$ cat src/rtl/usb_rx_pkg.sv
// Shared constants, state encoding and the CRC16 byte step for the USB RX packet parser.
// The optional CRC16 residual check is built when USB_RX_CRC16_CHECK_EN is defined.
package usb_rx_pkg;

  localparam logic [7:0] SYNC_BYTE = 8'h01;

  localparam logic [3:0] PID_OUT   = 4'b0001;
  localparam logic [3:0] PID_IN    = 4'b1001;
  localparam logic [3:0] PID_SETUP = 4'b1101;
  localparam logic [3:0] PID_DATA0 = 4'b0011;
  localparam logic [3:0] PID_DATA1 = 4'b1011;
  localparam logic [3:0] PID_ACK   = 4'b0010;
  localparam logic [3:0] PID_NAK   = 4'b1010;
  localparam logic [3:0] PID_STALL = 4'b1110;

  localparam logic [15:0] CRC16_POLY     = 16'hA001;
  localparam logic [15:0] CRC16_INIT     = 16'hFFFF;
  localparam logic [15:0] CRC16_RESIDUAL = 16'hB001;

  typedef enum logic [2:0] {
    IDLE,
    PID,
    HSHK,
    TOKEN,
    DATA,
    DONE,
    ERR
  } rx_state_t;

  function automatic logic [15:0] crc16_byte(
    input logic [15:0] c,
    input logic [7:0]  d
  );
    logic [15:0] r;
    r = c;
    for (int i = 0; i < 8; i++) begin
      if (r[0] ^ d[i]) r = (r >> 1) ^ CRC16_POLY;
      else             r = r >> 1;
    end
    return r;
  endfunction

endpackage

$ cat src/rtl/usb_rx_packet_parser_crc16.sv
// Byte-wide reflected CRC16 accumulator with synchronous clear and enable.
// Only instantiated when USB_RX_CRC16_CHECK_EN is defined.
module usb_rx_crc16
  import usb_rx_pkg::*;
(
  input  logic        clk,
  input  logic        rst,
  input  logic        clr,
  input  logic        en,
  input  logic [7:0]  data_in,
  output logic [15:0] crc
);

  always_ff @(posedge clk or posedge rst) begin
    if (rst)      crc <= CRC16_INIT;
    else if (clr) crc <= CRC16_INIT;
    else if (en)  crc <= crc16_byte(crc, data_in);
  end

endmodule

$ cat src/rtl/usb_rx_packet_parser.sv
// USB RX packet parser: splits decoded bytes into SYNC/PID/payload/CRC fields.
// Define USB_RX_CRC16_CHECK_EN to check the DATA-packet CRC16 residual at eop.
module usb_rx_packet_parser
  import usb_rx_pkg::*;
#(
  parameter int MAX_DATA_BYTES = 64,
  parameter int FIFO_DEPTH     = 64
) (
  input  logic       clk,
  input  logic       rst,
  input  logic       byte_valid,
  input  logic [7:0] byte_in,
  input  logic       eop,
  input  logic       stuff_err,
  input  logic [6:0] buffer_occupancy,
  output logic       store_rx_data,
  output logic [7:0] rx_data,
  output logic [3:0] rx_pid,
  output logic       pid_valid,
  output logic [6:0] token_addr,
  output logic [3:0] token_endp,
  output logic [6:0] data_count,
  output logic       packet_done,
  output logic       rx_error
);

  localparam logic [6:0] FIFO_FULL = 7'(FIFO_DEPTH);
  localparam logic [6:0] MAX_CNT   = 7'(MAX_DATA_BYTES);

  rx_state_t  state, state_nx;
  logic [7:0] hold_new, hold_old;
  logic [1:0] hcnt;
  logic [1:0] tcnt;
  logic       b0_msb;

  logic       pid_ok, is_hshk, is_tok, is_data;
  logic       sync_hit, byte_ok;
  logic       push_try, push_full, push_ovf, push_ok;
  logic       crc_ok;

  assign pid_ok  = byte_in[7:4] == ~byte_in[3:0];
  assign is_hshk = byte_in[3:0] inside {PID_ACK, PID_NAK, PID_STALL};
  assign is_tok  = byte_in[3:0] inside {PID_OUT, PID_IN, PID_SETUP};
  assign is_data = byte_in[3:0] inside {PID_DATA0, PID_DATA1};

  assign sync_hit  = state == IDLE && byte_valid && byte_in == SYNC_BYTE;
  assign byte_ok   = byte_valid && !stuff_err;
  assign push_try  = state == DATA && byte_ok && hcnt == 2'd2;
  assign push_full = buffer_occupancy == FIFO_FULL;
  assign push_ovf  = data_count == MAX_CNT;
  assign push_ok   = push_try && !push_full && !push_ovf;

`ifdef USB_RX_CRC16_CHECK_EN
  logic [15:0] crc;

  usb_rx_crc16 u_crc (
    .clk     (clk),
    .rst     (rst),
    .clr     (sync_hit),
    .en      (state == DATA && byte_ok),
    .data_in (byte_in),
    .crc     (crc)
  );

  assign crc_ok = crc == CRC16_RESIDUAL;
`else
  assign crc_ok = 1'b1;
`endif

  always_ff @(posedge clk or posedge rst) begin
    if (rst) state <= IDLE;
    else     state <= state_nx;
  end

  always_comb begin
    state_nx = state;
    unique case (state)
      IDLE: if (sync_hit) state_nx = PID;
      PID: begin
        if (stuff_err || eop) begin
          state_nx = ERR;
        end else if (byte_valid) begin
          if (!pid_ok) begin
            state_nx = ERR;
          end else begin
            unique case (1'b1)
              is_hshk: state_nx = HSHK;
              is_tok:  state_nx = TOKEN;
              is_data: state_nx = DATA;
              default: state_nx = ERR;
            endcase
          end
        end
      end
      HSHK: begin
        if (stuff_err || byte_valid) state_nx = ERR;
        else if (eop)                state_nx = DONE;
      end
      TOKEN: begin
        if (stuff_err)                      state_nx = ERR;
        else if (byte_valid && tcnt == 2'd2) state_nx = ERR;
        else if (eop)
          state_nx = (tcnt == 2'd2) ? DONE : ERR;
      end
      DATA: begin
        if (stuff_err)                  state_nx = ERR;
        else if (push_try && !push_ok)  state_nx = ERR;
        else if (eop)
          state_nx = (hcnt == 2'd2 && crc_ok) ? DONE : ERR;
      end
      DONE: state_nx = stuff_err ? ERR : IDLE;
      ERR:  if (eop) state_nx = IDLE;
      default: state_nx = IDLE;
    endcase
  end

  // Datapath: strobes are registered so they appear one cycle after the byte.
  always_ff @(posedge clk or posedge rst) begin
    if (rst) begin
      store_rx_data <= 1'b0;
      rx_data       <= '0;
      rx_pid        <= '0;
      pid_valid     <= 1'b0;
      token_addr    <= '0;
      token_endp    <= '0;
      data_count    <= '0;
      packet_done   <= 1'b0;
      rx_error      <= 1'b0;
      hold_new      <= '0;
      hold_old      <= '0;
      hcnt          <= '0;
      tcnt          <= '0;
      b0_msb        <= 1'b0;
    end else begin
      store_rx_data <= 1'b0;
      pid_valid     <= 1'b0;
      packet_done   <= state_nx == DONE;
      if (state_nx == ERR) rx_error <= 1'b1;
      if (sync_hit) begin
        rx_error   <= 1'b0;
        data_count <= '0;
      end
      if (state == PID && state_nx inside {HSHK, TOKEN, DATA}) begin
        rx_pid    <= byte_in[3:0];
        pid_valid <= 1'b1;
        hcnt      <= '0;
        tcnt      <= '0;
      end
      if (state == TOKEN && byte_ok && tcnt != 2'd2) begin
        tcnt <= tcnt + 2'd1;
        if (tcnt == 2'd0) begin
          token_addr <= byte_in[6:0];
          b0_msb     <= byte_in[7];
        end else begin
          token_endp <= {byte_in[2:0], b0_msb};
        end
      end
      if (state == DATA && byte_ok) begin
        hold_new <= byte_in;
        hold_old <= hold_new;
        if (hcnt != 2'd2) hcnt <= hcnt + 2'd1;
        if (push_ok) begin
          store_rx_data <= 1'b1;
          rx_data       <= hold_old;
          data_count    <= data_count + 7'd1;
        end
      end
    end
  end

endmodule

$ cat config.mk
export PLATFORM = sky130hd
export DESIGN_NAME = usb_rx_packet_parser
export DESIGN_NICKNAME = d
export VERILOG_FILES = /design/src/rtl/usb_rx_pkg.sv /design/src/rtl/usb_rx_packet_parser_crc16.sv /design/src/rtl/usb_rx_packet_parser.sv
export SDC_FILE = /design/constraint.sdc
export NUM_CORES = 1
export LEC_CHECK = 0
export BUFFER_PORTS_ARGS = -buffer_cell sky130_fd_sc_hd__buf_4
export CORE_ASPECT_RATIO = 1.75
export CORE_MARGIN = 1
export CORE_UTILIZATION = 40
export CTS_CLUSTER_DIAMETER = 100
export CTS_CLUSTER_SIZE = 8
export DETAILED_ROUTE_END_ITERATION = 8
export PLACE_DENSITY = 0.58
export SKIP_LAST_GASP = 1
export SLEW_MARGIN = 0
export SYNTH_ARGS = -nofsm -noshare
export SYNTH_HDL_FRONTEND = slang
export SYNTH_SLANG_ARGS = --single-unit
$ cat constraint.sdc
create_clock -name clk -period 4.6 [get_ports clk]
set_clock_uncertainty 0.05 [all_clocks]
set_input_delay 0.23 -clock clk [delete_from_list [all_inputs] [get_ports clk]]
set_output_delay 0.23 -clock clk [all_outputs]
set_load 0.02 [all_outputs]
==> reports/metrics.csv <==
stage,metric,value,unit
clock_tree,later-pin clock latency in the skew report,0.32,ns
synth,Synth cell types,47,
timing,Fin. Hold Viols,0,
timing,Worst slew margin,0.518,
clock_tree,post-CTS sizing,0,
routing,Vias,2011,
worst_setup_path,Worst setup EP type,register,
timing,Max Fclk,478,MHz
routing,drt wl/cell,14.7,µm
grt,Total Routing Usage GR,0.182,
die,full die area,7290,µm²
final_layout,Area Growth Syn to Fin,27.9,%
synth,Main synth FF type,dfrtp_1,
grt,initial antenna violation count,0,
min_path,min-delay worst type,primary input to async pin,
routing,Antenna Violating Nets Remaining,0,
worst_setup_path,crit path DAT,2.24,ns
placement,# port buffers,53,
synth,Post-Syn Nets,271,
routing,drt first pass iters,4,
routing,Vias/cell,5.16,
worst_setup_path,critical path type,register to register,
job,Max-Cap Viols,0,
grt,vias in the first global route,2087,
die,die width,65.0,µm
placement,post-DP HPWL,4.15,mm
synth,top post-synthesis cells by area,"dfrtp_1, mux2_2, nand2_1",
worst_setup_path,maximum fanout along the worst path,15,
clock_tree,clk sinks,58,
die,Die Ht,112,µm
die,CORE AREA,6640,µm²
final_layout,share of cells above drive strength 1,0.367,
timing,setup TNS,0,ns
timing,crit share post-route,0.455,
synth,cell taking the most area after synthesis,dfrtp_1,
synth,top-area cell type share of the netlist area,0.523,
final_layout,# diodes,0,
synth,total of warnings raised by yosys,0,
pwr,peak supply drop,273,µV
final_layout,"most common cell after layout, fill and taps aside",dfrtp_1,
timing,Worst-Margin Slew,0.724,ns
synth,Post-Synthesis Cells,247,
status,status,"finished, final reports clean",
timing,fin. max-slew vios,0,
synth,register area share after synthesis,0.523,
synth,Seq cells post-synth,58,
pwr,pwr dens,516,nW/µm²
timing,unrepaired setup endpoints after global routing,false,
final_layout,nets,327,
synth,Post-synth ARST share,1.00,
synth,mapped cell area,2780,µm²
routing,drt drc,0,
clock_tree,CTS H-tree lvls,3,
final_layout,Util after Layout,0.535,
die,starting density of the core,0.419,
worst_setup_path,crit start category,register,
final_layout,most frequent cells in the layout,"dfrtp_1, buf_4, nand2_1",
die,row count,39,
die,IO Pins,54,
clock_tree,root buf cell,clkbuf_16,
clock_tree,"Reg clk slew, reported paths",0.05,ns
grt,largest net degree at the start of global routing,59,
placement,routability cong.,0.782,
clock_tree,CTS tree,built,
routing,routed wire length,5.75,mm
synth,mean post-synth cell area,11.2,µm²
grt,global route total overflow,0,
clock_tree,CTS Buffer Depth,2,
clock_tree,setup repair bufs after CTS,0,
clock_tree,# hold bufs at CTS,0,
pwr,P_leak,0.00176,µW
routing,DRT iter0 DRCs,94,
timing,final worst path period need,2.09,ns
synth,number of synthesized flops with an enable pin,0,
grt,global-route wire length before repair,10.0,mm
worst_setup_path,Crit path required time,4.74,ns
timing,Setup Viol. Count Final,0,
clock_tree,CTS Buf Count,9,
==> Yosys cell counts, types with 2 or more instances <==
cell       n
and3_1     3
clkbuf_1   2
nand3b_1   2
and2_1     2
nor3_1     3
buf_2      3
mux2_2    32
nand2b_1   8
and3b_1    2
mux2i_1    6
or2_2      2
dfrtp_1   58
a21oi_1    5
nand4_1    5
o21ai_0    6
nor3b_1    4
or3_1      3
nor2_1    10
a211oi_1   2
inv_1      6
xnor2_1    4
nand3_1    4
ha_1       4
nand2_1   43
buf_6      3
nor4b_1    4
==> critical path, cell delays in order (launching register included) <==
cell and delay (ns):
dfrtp_1 0.45, inv_1 0.07, ha_1 0.21, nor4bb_1 0.14, a22oi_1 0.31, nand2_2 0.22
inv_2 0.25, nand4_1 0.15, mux2i_1 0.14
==> final cells by class <==
type | count | area (µm²)
timing repair buffer | 54 | 405
tap | 82 | 103
multi-input combinational | 173 | 1240
inverter | 7 | 26.3
clock buffer | 12 | 256
fill | 642 | 3080
clock inverter | 4 | 73.8
sequential | 58 | 1450
==> metrics by stage <==
step	hold WS [ns]	cells	setup WS, ns	instance area (µm²)	power [µW]
after floorplan	0.330	247	2.75	2780	995
after global placement	0.401	374	2.51	3220	1120
after detailed placement	0.399	374	2.48	3220	1130
after CTS	0.101	390	2.48	3550	1860
after global routing	0.134	390	2.33	3550	1950
final	0.0741	390	2.51	3550	1830
==> registers in the layout, summed over array words and instances, names as in the netlist <==
register       cells
hold_old           8
hold_new           8
rx_pid             4
rx_data            8
state              3
data_count         7
token_endp         4
pid_valid          1
hcnt               2
b0_msb             1
rx_error           1
packet_done        1
store_rx_data      1
tcnt               2
token_addr         7
==> logic make-up after synthesis <==
kind of cell,count (synthesis),synth area share
and+or+nand+nor,104,0.204
DFF,58,0.523
muxes,38,0.151
AOI/OAI and AO/OA,22,0.0559
buffers and inverters,16,0.0324
xor gates and xnor gates,5,0.0158
adders and majority gates,4,0.0180
==> routing by layer <==
metal	vias to the layer above	wire length, µm	part of all wire	GRT usage
met5	-	0	0	0
met4	0	125	0.022	0.0741
met3	11	236	0.041	0.0518
met2	51	3050	0.53	0.306
met1	971	2340	0.41	0.213
li1	978	-	-	-
==> path summary, 6_finish.rpt <==
kind | from | endpoint | slack (ns) | depth (start not counted)
min | rst | rx_data[6] | 0.07 | 3
max reg2reg | data_count[0] | data_count[5] | 2.51 | 8
min in group clk | byte_in[7] | hold_new[7] | 0.15 | 2
max | data_count[0] | data_count[5] | 2.51 | 8
max in group asynchronous | rst | packet_done | 3.95 | 3
min reg2reg | hold_old[7] | rx_data[7] | 0.41 | 2
==> report_power, final <==
group          internal [µW]  switching (µW)
registers                638            93.9
logic                    198             186
clock network            503             216
(Power assumes the default switching activity.)
